$ cat config.mk
export PLATFORM = sky130hd
export DESIGN_NAME = lcd_addr_seq
export DESIGN_NICKNAME = d
export VERILOG_FILES = /design/src/rtl/lcd_pkg.sv /design/src/rtl/lcd_axis_cnt.sv /design/src/rtl/lcd_addr_seq.sv
export SDC_FILE = /design/constraint.sdc
export NUM_CORES = 1
export LEC_CHECK = 0
export CORE_UTILIZATION = 59
export CTS_CLUSTER_SIZE = 16
export DETAILED_ROUTE_END_ITERATION = 8
export DONT_BUFFER_PORTS = 1
export PLACE_DENSITY = 0.82
export SLEW_MARGIN = 40
export SYNTH_ARGS = -nofsm -noshare
export SYNTH_HDL_FRONTEND = slang
export SYNTH_SLANG_ARGS = --single-unit
$ cat constraint.sdc
create_clock -name clk -period 2.8 [get_ports clk]
set_clock_uncertainty 0.05 [all_clocks]
set_input_delay 0.56 -clock clk [delete_from_list [all_inputs] [get_ports clk]]
set_output_delay 0.56 -clock clk [all_outputs]
set_load 0.1 [all_outputs]
$ cat src/rtl/lcd_pkg.sv
// Shared constants and FSM encoding for the LCD window address sequencer.
// Latency: none (declarations only).
// Backpressure: not applicable.
package lcd_pkg;

    localparam int ADDR_WIDTH_DEF = 17;
    localparam int DIM_WIDTH_DEF  = 9;

    typedef enum logic {
        ST_IDLE = 1'b0,
        ST_RUN  = 1'b1
    } state_t;

endpackage

$ cat src/rtl/lcd_axis_cnt.sv
// Single-axis pixel/line counter: counts 0..last, wraps to 0, flags terminal count.
// Latency: count updates one cycle after inc; tc is combinational on the count.
// Backpressure: advances only when inc is high; clr holds it at zero.
module lcd_axis_cnt
    import lcd_pkg::*;
#(
    parameter int WIDTH = DIM_WIDTH_DEF
) (
    input  logic             clk,
    input  logic             rstn,
    input  logic             clr,
    input  logic             inc,
    input  logic [WIDTH-1:0] last,
    output logic [WIDTH-1:0] cnt,
    output logic             tc
);

    assign tc = (cnt == last);

    // Count up on inc, wrap to zero after the terminal value, clear dominates.
    always_ff @(posedge clk or negedge rstn) begin
        if (!rstn) begin
            cnt <= '0;
        end else if (clr) begin
            cnt <= '0;
        end else if (inc) begin
            cnt <= tc ? '0 : cnt + WIDTH'(1);
        end
    end

endmodule

$ cat src/rtl/lcd_addr_seq.sv
// Rectangular-window frame-buffer read address generator with optional looping.
// Latency: first address the cycle after start; one address per accepted transfer, no bubbles.
// Backpressure: addr/line_last/frame_last hold while addr_ready is low.
module lcd_addr_seq
    import lcd_pkg::*;
#(
    parameter int ADDR_WIDTH = ADDR_WIDTH_DEF,
    parameter int DIM_WIDTH  = DIM_WIDTH_DEF
) (
    input  logic                  clk,
    input  logic                  rstn,
    input  logic                  start,
    input  logic                  abort,
    input  logic                  loop_en,
    input  logic [ADDR_WIDTH-1:0] base,
    input  logic [DIM_WIDTH-1:0]  width,
    input  logic [DIM_WIDTH-1:0]  height,
    input  logic [ADDR_WIDTH-1:0] stride,
    output logic [ADDR_WIDTH-1:0] addr,
    output logic                  addr_valid,
    input  logic                  addr_ready,
    output logic                  line_last,
    output logic                  frame_last,
    output logic                  busy,
    output logic                  frame_done
);

    state_t                state;
    logic [ADDR_WIDTH-1:0] base_q;
    logic [ADDR_WIDTH-1:0] stride_q;
    logic [ADDR_WIDTH-1:0] line_base;
    logic [ADDR_WIDTH-1:0] addr_q;
    logic [DIM_WIDTH-1:0]  width_q;
    logic [DIM_WIDTH-1:0]  height_q;
    logic [DIM_WIDTH-1:0]  x_last;
    logic [DIM_WIDTH-1:0]  y_last;
    logic [DIM_WIDTH-1:0]  x_cnt;
    logic [DIM_WIDTH-1:0]  y_cnt;
    logic                  x_tc;
    logic                  y_tc;
    logic                  valid_q;
    logic                  busy_q;
    logic                  done_q;
    logic                  xfer;
    logic                  cnt_clr;
    logic                  start_ok;
    logic                  dims_ok;

    assign xfer     = valid_q & addr_ready;
    assign cnt_clr  = (state == ST_IDLE);
    assign x_last   = width_q - DIM_WIDTH'(1);
    assign y_last   = height_q - DIM_WIDTH'(1);
    assign start_ok = start & ~abort;
    assign dims_ok  = (width != '0) && (height != '0);

    // Counters sit at zero in IDLE so every accepted start begins at the top-left pixel.
    lcd_axis_cnt #(.WIDTH(DIM_WIDTH)) u_x_cnt (
        .clk  (clk),
        .rstn (rstn),
        .clr  (cnt_clr),
        .inc  (xfer),
        .last (x_last),
        .cnt  (x_cnt),
        .tc   (x_tc)
    );

    lcd_axis_cnt #(.WIDTH(DIM_WIDTH)) u_y_cnt (
        .clk  (clk),
        .rstn (rstn),
        .clr  (cnt_clr),
        .inc  (xfer & x_tc),
        .last (y_last),
        .cnt  (y_cnt),
        .tc   (y_tc)
    );

    // Flags derive from the counter registers; gating with valid keeps them low in IDLE.
    assign line_last  = valid_q & x_tc;
    assign frame_last = valid_q & x_tc & y_tc;

    assign addr       = addr_q;
    assign addr_valid = valid_q;
    assign busy       = busy_q;
    assign frame_done = done_q;

    // Control FSM plus address generation; abort is applied last so it overrides loop reload.
    always_ff @(posedge clk or negedge rstn) begin
        if (!rstn) begin
            state     <= ST_IDLE;
            base_q    <= '0;
            stride_q  <= '0;
            width_q   <= '0;
            height_q  <= '0;
            line_base <= '0;
            addr_q    <= '0;
            valid_q   <= 1'b0;
            busy_q    <= 1'b0;
            done_q    <= 1'b0;
        end else begin
            done_q <= 1'b0;
            case (state)
                ST_IDLE: begin
                    if (start_ok) begin
                        if (dims_ok) begin
                            base_q    <= base;
                            stride_q  <= stride;
                            width_q   <= width;
                            height_q  <= height;
                            line_base <= base;
                            addr_q    <= base;
                            valid_q   <= 1'b1;
                            busy_q    <= 1'b1;
                            state     <= ST_RUN;
                        end else begin
                            // Empty window: report completion without emitting addresses.
                            done_q <= 1'b1;
                        end
                    end
                end
                ST_RUN: begin
                    if (xfer) begin
                        if (frame_last) begin
                            done_q <= 1'b1;
                            if (loop_en) begin
                                line_base <= base_q;
                                addr_q    <= base_q;
                            end else begin
                                valid_q <= 1'b0;
                                busy_q  <= 1'b0;
                                state   <= ST_IDLE;
                            end
                        end else if (line_last) begin
                            line_base <= line_base + stride_q;
                            addr_q    <= line_base + stride_q;
                        end else begin
                            addr_q <= addr_q + ADDR_WIDTH'(1);
                        end
                    end
                    if (abort) begin
                        valid_q <= 1'b0;
                        busy_q  <= 1'b0;
                        state   <= ST_IDLE;
                    end
                end
                default: begin
                    valid_q <= 1'b0;
                    busy_q  <= 1'b0;
                    state   <= ST_IDLE;
                end
            endcase
        end
    end

endmodule

==> flow_summary.toml <==
[status]
status = "finished with violations"
violations = "design-rule violations, negative hold slack, negative setup slack"

[timing]
rsz0062_at_grt = "true"
period_needed_ns = 3.35
worst_pin_slew_ns = 0.864
hold_viol = 107
slew_violations = 0
fmax_mhz = 298
fin_ws_ns = -0.552
hold_ws_ns = -0.170
setup_viol = 45
period_share = 1.20
maxSlewHeadroom = 0.424
fin_setup_tns_ns = -13.09

[flow_run]
cap_violations = 0

[layout]
nets = 1033
layout_common_cells = "nand2_1 (173), dfrtp_1 (104), buf_4 (99)"
area_delta_synth_final_pct = 28.1
antenna_cells = 0
drive_above_1_share = 0.273
final_area_sq_um = 9170
layout_commonest_cell = "nand2_1"

[drt]
routed_via_density = 7.03
totalWireLength_mm = 25.4
wl_per_cell_microns = 23.1
dr.pass1.iters = 9
drtAntennaViolNets = 0
via_count = 7737
drc = 28
drtIter0Drc = 1152

[place]
gp_congestion = 1.01
io_buffers = 0
place_hpwl_mm = 15.0
place_area_sq_um = 7940

[critical_path]
cp_data_arrival_time_ns = 2.74
cp-endpoint = "frame_last"
endpoint_kind = "output pin"
r2r-end = "addr[8]"
rr_startpoint = "height_q[1]"
cp_slowest_cell = "or3_4"
ff2ff_path_depth = 14
cp.required_ns = 2.19
cp_cell_sequence = "inv_2 -> ha_4 -> nor3b_4 -> buf_4 -> or3_1 -> a221oi_2 -> nor3_2 -> or3_4 -> nor2_4 -> buf_12"
cpPeakStageDelay_ns = 0.42
crit_path_start_kind = "flop"
path_class = "flop to output pin"
rrSetupSlack_ns = -0.55
startpoint = "height_q[1]"
worstPathMaxFanout = 5

[pwr]
combPwrFrac = 0.581
peakVddDrop_mv = 0.512
powerDensity_nw_per_um2 = 950
p_seq_frac = 0.267
finalPower_mw = 8.72
p_switching_mw = 4.17
pwr-share-clk = 0.152
power_leakage_nw = 4.12
swShare = 0.479
p_int_mw = 4.54

[clocking]
cts_tree = "yes"
htree_levels = 3
clockBufferDepth = 2
cts-root-buf = "clkbuf_16"
cts_buffers = 9
cts.sinks = 107
clkTransAtPathRegs_ns = 0.08
clock_latency_ns = 0.37

[synthesis]
ys.flop_type = "dfrtp_1"
ys_ff_latch = 107
yosys.cell_types.count = 73
synth_top_cell_area_share = 0.374
yosys_warnings = 0
syn_nets = 945
postSynthAreaPerCell_sq_um = 8.28
synth_edf_count = 0
syn_area_sq_um = 7160
async_flop_share = 1.00
synth_largest_area_cell = "dfrtp_1"
postSynthCellCount = 865
ys_seq_area_frac = 0.374
synth.area.top_cells = "dfrtp_1 (37%), nand2_1 (9.3%), o21ai_0 (5.0%)"

[global_routing]
grt_pass1_wl_mm = 36.3
track_usage = 0.368
grt_antenna_before_repair = 0
grt_pass1_vias = 7083
grt_overflow_total = 0
grt_start_max_net_pins = 108

[floorplan]
die_w_microns = 112
fp-row-count = 39
io_pins = 80
initial_utilization = 0.616
die_h_microns = 112
dieArea_sq_um = 12600
core_area_sq_um = 11600

[worst_hold_path]
hp-class = "input pin to asynchronous set/reset pin"
## how the worst min path moves through the flow
stage                           endpoint  from  cells after the start
after CTS                     width_q[4]  rstn                      0
final                         width_q[4]  rstn                      0
after detailed placement  u_x_cnt.cnt[7]  rstn                      0
after global routing          width_q[1]  rstn                      0
after global placement        width_q[7]  rstn                      0
after floorplan                  addr[0]  rstn                      0
## final cells by class
class                   instances  area (sq um)
multi-input cells             683          4800
flip-flops and latches        107          2680
fillers                       663          2440
repair buffers                124          1110
clock buffers                  12           246
well taps                     143           179
inverters                      28           108
clock inverters                 4          50.0
## through the flow
stage | hold WS (ns) | std cells | worst slack, ns | utilization
after CTS | -0.167 | 1086 | -0.474 | 0.743
after global placement | 0.217 | 1049 | -0.194 | 0.683
final | -0.170 | 1101 | -0.552 | 0.790
after detailed placement | 0.218 | 1049 | -0.269 | 0.683
after global routing | -0.180 | 1101 | -0.629 | 0.790
after floorplan | 0.214 | 865 | -0.472 | -
## synth_stat cells (6+ instances only)
cell type	n
ha_1	21
a21o_1	18
xor2_1	20
nand2_1	178
buf_2	7
nand4_1	6
a31oi_1	24
nand2b_1	14
mux2_2	12
nor2_1	47
nor3b_1	6
clkbuf_1	34
dfrtp_1	107
nor4_1	6
o31ai_1	9
inv_1	27
a21oi_1	29
nor3_1	20
o21ai_0	71
xnor2_1	21
a211oi_1	12
o2bb2ai_1	8
and3_1	19
nand3_1	38
a22o_1	8
## power groups by stage
stage	Clock [mW]	Combinational, mW	Sequential (mW)
final	1.32	5.07	2.33
after global routing	1.37	5.32	2.35
after CTS	1.31	4.40	2.27
after detailed placement	0	4.17	2.28
after global placement	0	4.07	2.27
after floorplan	0	2.35	2.92
## logic make-up (layout without fill, tap and decap cells)
group | count (synthesis) | in the layout | synth area share
DFF | 107 | 107 | 0.374
muxes | 22 | 22 | 0.0348
buffers and inverters | 76 | 168 | 0.0442
and+or+nand+nor | 367 | 368 | 0.242
adders and majority gates | 22 | 22 | 0.0395
AOI/OAI and AO/OA | 230 | 230 | 0.215
xor gates and xnor gates | 41 | 41 | 0.0502
## registers in the layout, indices dropped and copies added (netlist names), 9 cells and up
signal,count
addr,17
base_q,17
line_base,17
stride_q,17
height_q,9
u_x_cnt.cnt,9
u_y_cnt.cnt,9
width_q,9
## repair_timing
item	CTS	global route
pin swaps	30	37
endpoints found under the setup margin	38	52
gates cloned	3	4
gates resized for setup	54	93
setup buffers	19	13
endpoints found under the hold margin	107	107
## critical path: cells and delay by family, from the launching register on
| family | cells | cell delay [ns] |
|---|---|---|
| buffers and inverters | 3 | 0.41 |
| adder cells (fa/ha/maj) | 1 | 0.16 |
| AND/OR/NAND/NOR | 5 | 1.11 |
| flip-flops | 1 | 0.38 |
| AO/OA/AOI/OAI | 1 | 0.32 |
## per-layer routing
metal / vias up / GRT usage / part of all wire
met5: - / 0 / 0
met4: 0 / 0.144 / 0.061
met3: 208 / 0.0994 / 0.13
met2: 677 / 0.582 / 0.44
met1: 3586 / 0.482 / 0.37
li1: 3266 / - / -
Note: power is estimated with default switching activity, not from simulation.
==> RTL change 1, RTL diff (config.mk and constraints unchanged) <==
`DIM_WIDTH_DEF`: 9 -> 18.
--- a/src/rtl/lcd_pkg.sv
+++ b/src/rtl/lcd_pkg.sv
@@ -6,3 +6,3 @@
     localparam int ADDR_WIDTH_DEF = 17;
-    localparam int DIM_WIDTH_DEF  = 9;
+    localparam int DIM_WIDTH_DEF  = 18;
 
Ports: changed (resized height and width); port bits go from 80 to 98. No check against the original RTL was run, so the function may have changed too.
==> RTL change 1 against the unedited design <==
The run ends with hold timing, setup timing left. Synthesized area increased by 28%. Total power increased by 15%. Synthesized cell count increased by 15%. Sequential share of layout area decreased by 0.43 points. Wire length increased by 37%. Via count increased by 25%. Design area increased by 36%. Largest cell class unchanged. Worst setup slack got worse by 0.61 ns. Sequential cell count increased by 36. Clock power increased by 80%. Critical path depth unchanged. Non-clock buffer count increased by 80.
==> RTL change 1: results (changes against the unedited design) <==
| Metric | Value |
|---|---|
| Total GRT Usage | 37.66% (+0.89 points) |
| Crit-path max FO | 4 (-1) |
| Violation count after the first detailed-routing iteration | 1039 (-9.8%) |
| Proportion of cell area spent on the clock network | 4.646% (+1.4 points) |
| Peak supply drop | 0.0007684 V (+50%) |
| Net count after synthesis | 1091 (+15%) |
| Share of final-layout standard cells stronger than drive strength 1 | 38.95% (+12 points) |
| Inverter count | 40 (+43%) |
| Post-DP HPWL | 18240 µm (+21%) |
| Final setup vio count | 75 (+67%) |
| Non-clock buffers | 204 (+65%) |
| Worst-margin pin slew | 0.8615 ns (-0.002725 ns) |
| Count of standard-cell rows | 45 (+15%) |
| Later-pin clock latency in the skew report | 0.46 ns (+0.09 ns) |
| Setup slack at placement | -0.6954 ns (-0.4267 ns) |
| Worst hold slack across all endpoints | -0.2534 ns (-0.08338 ns) |
| Setup ws final | -1.164 ns (-0.6122 ns) |
| Failing checks | hold timing, setup timing |
| Post-detailed-placement cell area | 0.01062 mm² (+34%) |
| Wire length of the first global-routing pass | 46550 µm (+28%) |
| Gate count after technology mapping | 993 (+15%) |
| Outcome | finished with violations |
| Master of the slowest instance on the critical path | or4_4 |
| Sum of negative setup slack | -64.15 ns (-51.06 ns) |
| Multi-In Gates | 765 (+12%) |
| Average wire per cell in the routed design | 25.41 µm (+10%) |
| Global placement routability congestion | 0.9678 (-4.3%) |
| Fraction of standard cell area in multi-input logic | 48.27% (-4.1 points) |
| Count of endpoints failing hold in the final timing report | 143 (+34%) |
| Synth top area cells | dfrtp_1 (39%), mux2_2 (8.2%), xnor2_1 (4.1%), o21ai_0 (4.0%), nand2_1 (3.9%) |
| Non-clock buffer share of cell area | 15.15% (+3.0 points) |
| Vias in the first global route | 9067 (+28%) |
| Register area share after synthesis | 39.04% (+1.6 points) |
| Number of buffers inserted to repair setup after CTS | 24 (+5) |
| Commonest cells in the netlist | dfrtp_1 (143), nand2_1 (96), o21ai_0 (73), mux2_2 (67), nor2_1 (67) |
## RTL change 1: cell types whose count changed in the layout (fill, tap and decap cells not counted), moves of 18 or more
cell / before / now
buf_4: 99 / 153
buf_6: 13 / 32
dfrtp_1: 104 / 140
mux2_2: 6 / 64
nand2_1: 173 / 78
o21ai_0: 54 / 33
o21ai_1: 5 / 23
xnor2_1: 21 / 41
## RTL change 1: where the power goes
part	leakage (µW)	switching, µW	internal [µW]	total, µW
clock network	0.000275	940	1430	2370
logic	0.00332	2780	1980	4760
registers	0.00179	434	2480	2910
## RTL change 1: stage by stage
stage	total power [µW]	hold slack, ns	util [%]
CTS	9403	-0.2418	77.37
finish	10040	-0.2534	81.84
detailed placement	6839	0.2176	69.87
global route	10370	-0.2534	81.84
floorplan	5685	0.2144	-
global placement	6716	0.2179	69.84
## RTL change 1: path summary, 6_finish.rpt
kind | startpoint | end | slack, ns | cells after the start
setup / recovery | width_q[6] | frame_last | -1.16 | 10
setup reg to reg | width_q[6] | addr[3] | -1.08 | 12
max in group asynchronous | rstn | stride_q[8] | 2.67 | 0
min in group clk | height[1] | height_q[1] | 0.19 | 2
hold / removal | rstn | stride_q[0] | -0.25 | 0
hold reg to reg | line_base[13] | line_base[13] | 0.45 | 1
## RTL change 1: metal layers
metal | vias up | track usage (%)
met5 | - | 0
met4 | 0 | 17.51
met3 | 249 | 9.954
met2 | 820 | 63.05
met1 | 4597 | 45.44
li1 | 4009 | -
## RTL change 1: cells by family after synthesis
| family | share of synthesized area, % |
|---|---|
| and+or+nand+nor | 19.65 |
| AOI/OAI and AO/OA | 17.95 |
| DFF | 39.04 |
| buffers and inverters | 4.027 |
| muxes | 10.42 |
| xor gates and xnor gates | 5.829 |
| adders and majority gates | 3.085 |
==> RTL change 2, RTL diff (config.mk and constraints unchanged) <==
Made on the original files. Reset style: synchronous (`rstn`), changed in 2 clocked blocks.
--- a/src/rtl/lcd_axis_cnt.sv
+++ b/src/rtl/lcd_axis_cnt.sv
@@ -20,3 +20,3 @@
     // Count up on inc, wrap to zero after the terminal value, clear dominates.
-    always_ff @(posedge clk or negedge rstn) begin
+    always_ff @(posedge clk) begin
         if (!rstn) begin
--- a/src/rtl/lcd_addr_seq.sv
+++ b/src/rtl/lcd_addr_seq.sv
@@ -86,3 +86,3 @@
     // Control FSM plus address generation; abort is applied last so it overrides loop reload.
-    always_ff @(posedge clk or negedge rstn) begin
+    always_ff @(posedge clk) begin
         if (!rstn) begin
Behaviour: differs if rstn is asserted again (counterexample within 4 cycles, from zero or initial values and one cycle with rstn low); with rstn held inactive, the same outputs for 4 cycles.
==> RTL change 2 against the unedited design <==
The run ends with setup timing left. Sequential cell count stayed put. Worst setup slack better by 0.16 ns. Wire length is 17% lower. Global-route usage is 0.30 points lower. Critical path depth is 1 lower. First-iteration DRC count is 49% lower. Count of clock-buffer cells in the layout is 1 higher. Die area is 7.2% lower. Synthesized area is 7.3% lower. Design area is 10% lower. Largest cell class unchanged. Highest routed layer unchanged.
Power is not compared: it rests on default switching activity, and its combinational part moved more than twofold at a synthesized area within 25%.
==> RTL change 2: results (changes against the unedited design) <==
| Metric | Value |
|---|---|
| Outcome | finished with violations |
| Failing checks | setup timing |
| Global placement routability congestion | 0.8852 (-12%) |
| Master of the slowest instance on the critical path | a222oi_1 |
| Largest net degree at the start of global routing | 109 (+0.93%) |
| Inverter count | 16 (-43%) |
| Combinational power share | between 20 and 25% |
| Crit path max-delay family | compound AO/OA/AOI/OAI gates |
| Synth top area cells | dfxtp_1 (32%), nand2_1 (9.1%), a21boi_0 (6.0%), ha_1 (4.0%), mux2i_1 (3.6%) |
| Number of distinct library cells after synthesis | 67 (-8.2%) |
| Std-Cell Core Area | 0.01089 mm² (-6.2%) |
| Later-pin clock latency in the skew report | 0.41 ns (+0.04 ns) |
| Setup slack at placement | -0.1593 ns (+0.1093 ns) |
| Static leakage power | ~0.0031 µW |
| Share of final-layout standard cells stronger than drive strength 1 | 23.45% (-3.9 points) |
| Worst-margin pin slew | 1.016 ns (+0.1523 ns) |
| Slack of the worst reg-to-reg path | -0.25 ns (+0.30 ns) |
| Cell chosen for the clock root | clkbuf_8 |
| Setup ws final | -0.3880 ns (+0.1643 ns) |
| Clock Buffer Count | 13 (+1) |
| Non-clock buffers | 87 (-30%) |
| Ant diodes | 0 (unchanged) |
| Register area share after synthesis | 32.28% (-5.1 points) |
| Max incr delay on CP | 0.40 ns (-0.02 ns) |
| Proportion of cell area spent on the clock network | 2.889% (-0.34 points) |
| Number of antenna violations at the first check in global routing | 0 (unchanged) |
| Seq/total area | 26.18% (-3.0 points) |
| Number of port buffers | 0 (unchanged) |
| Net count after synthesis | 913 (-3.4%) |
| Endpoint of the worst register-to-register path | line_base[3] |
| Peak supply drop | approximately 0.00039 V |
| CTS clk-pin slew, worst paths | 0.11 ns (+0.03 ns) |
| Commonest cells in the netlist | nand2_1 (160), dfxtp_1 (107), a21boi_0 (53), nor2_1 (46) |
| Non-clock buffer share of cell area | 10.78% (-1.3 points) |
| Multi-In Gates | 661 (-3.2%) |
| Routed via count | 6745 (-13%) |
| First element of the critical path | height_q[0] |
| CP arrival | 2.58 ns (-0.16 ns) |
| Count of hold buffers inserted by post-cts repair | 0 |
| Synth warnings | 0 (unchanged) |
| Area of the multi-input gates | 0.004712 mm² (-1.8%) |
| Crit-path max FO | 6 (+1) |
| Number of filler instances in the final layout | 716 (+8.0%) |
| Post-synthesis async set-or-reset flop share | 0% (-100 points) |
| Final setup vio count | 35 (-22%) |
| Prevailing post-synth register cell | dfxtp_1 |
| Int Pwr | ~2500 µW |
| FF-to-FF path depth | 14 (unchanged) |
| Total power density per cell area | roughly 440 mW/mm² |
| Yosys reg bits | 107 (unchanged) |
| Total GRT Usage | 36.47% (-0.30 points) |
| Drt first pass iters | 5 (-4) |
| Post-DP HPWL | 13050 µm (-13%) |
| Average wire per cell in the routed design | 20.49 µm (-11%) |
| Violation count after the first detailed-routing iteration | 582 (-49%) |
| Path type of the worst min-delay path | primary input to flip-flop |
| Wire length of the first global-routing pass | 32650 µm (-10%) |
| Number of nets in the layout | 962 (-6.9%) |
| Post-detailed-placement cell area | 0.007295 mm² (-8.1%) |
RTL change 2: cell types whose count changed in the layout (fill, tap and decap cells not counted), moves of 12 or more:
cell | before | now
a21o_1 | 18 | 5
nand2_1 | 173 | 158
o21ai_0 | 54 | 32
inv_1 | 22 | 10
a21boi_0 | 2 | 53
buf_4 | 99 | 65
nand2b_1 | 14 | 1
dfrtp_1 | 104 | 0
dfxtp_1 | 0 | 97
a31o_1 | 0 | 13
RTL change 2: what timing repair did:
item / CTS / global route
buffers inserted: 17 / 6
gates cloned: 8 / 1
pin swaps: 32 / 12
gates resized for setup: 50 / 43
endpoints found under the setup margin: 36 / 47
RTL change 2: metrics by stage:
stage          power (µW)  TNS, ns  cells
6_report             3649   -4.558   1027
5_1_grt              3750   -7.795   1027
4_1_cts              3552   -1.987   1023
3_5_place_dp         2378   -2.430    983
3_3_place_gp         2349   -1.054    983
2_1_floorplan        2227   -1.594    833
RTL change 2: cells by family (layout without fill, tap and decap cells):
logic type	after synthesis	count (layout)	share of synthesized area (%)
adders and majority gates	22	22	4.262
and+or+nand+nor	317	317	22.14
buffers and inverters	68	119	4.394
muxes	29	29	4.469
xor gates and xnor gates	54	54	7.128
DFF	107	107	32.28
AOI/OAI and AO/OA	236	239	25.33
RTL change 2: worst min path at each step:
stage,start,endpoint,slack [ns]
6_report,rstn,addr[0],0.22
3_5_place_dp,stride_q[7],stride_q[7],0.41
5_1_grt,rstn,addr[13],0.21
3_3_place_gp,base_q[16],base_q[16],0.40
2_1_floorplan,base_q[16],base_q[16],0.39
4_1_cts,rstn,state,0.21
RTL change 2: metal layers:
layer	track usage [%]	wire (µm)	vias up
met4	25.34	1404	0
met2	63.24	10280	348
li1	-	-	3089
met5	0	0	-
met3	10.43	1747	115
met1	37.93	7608	3193
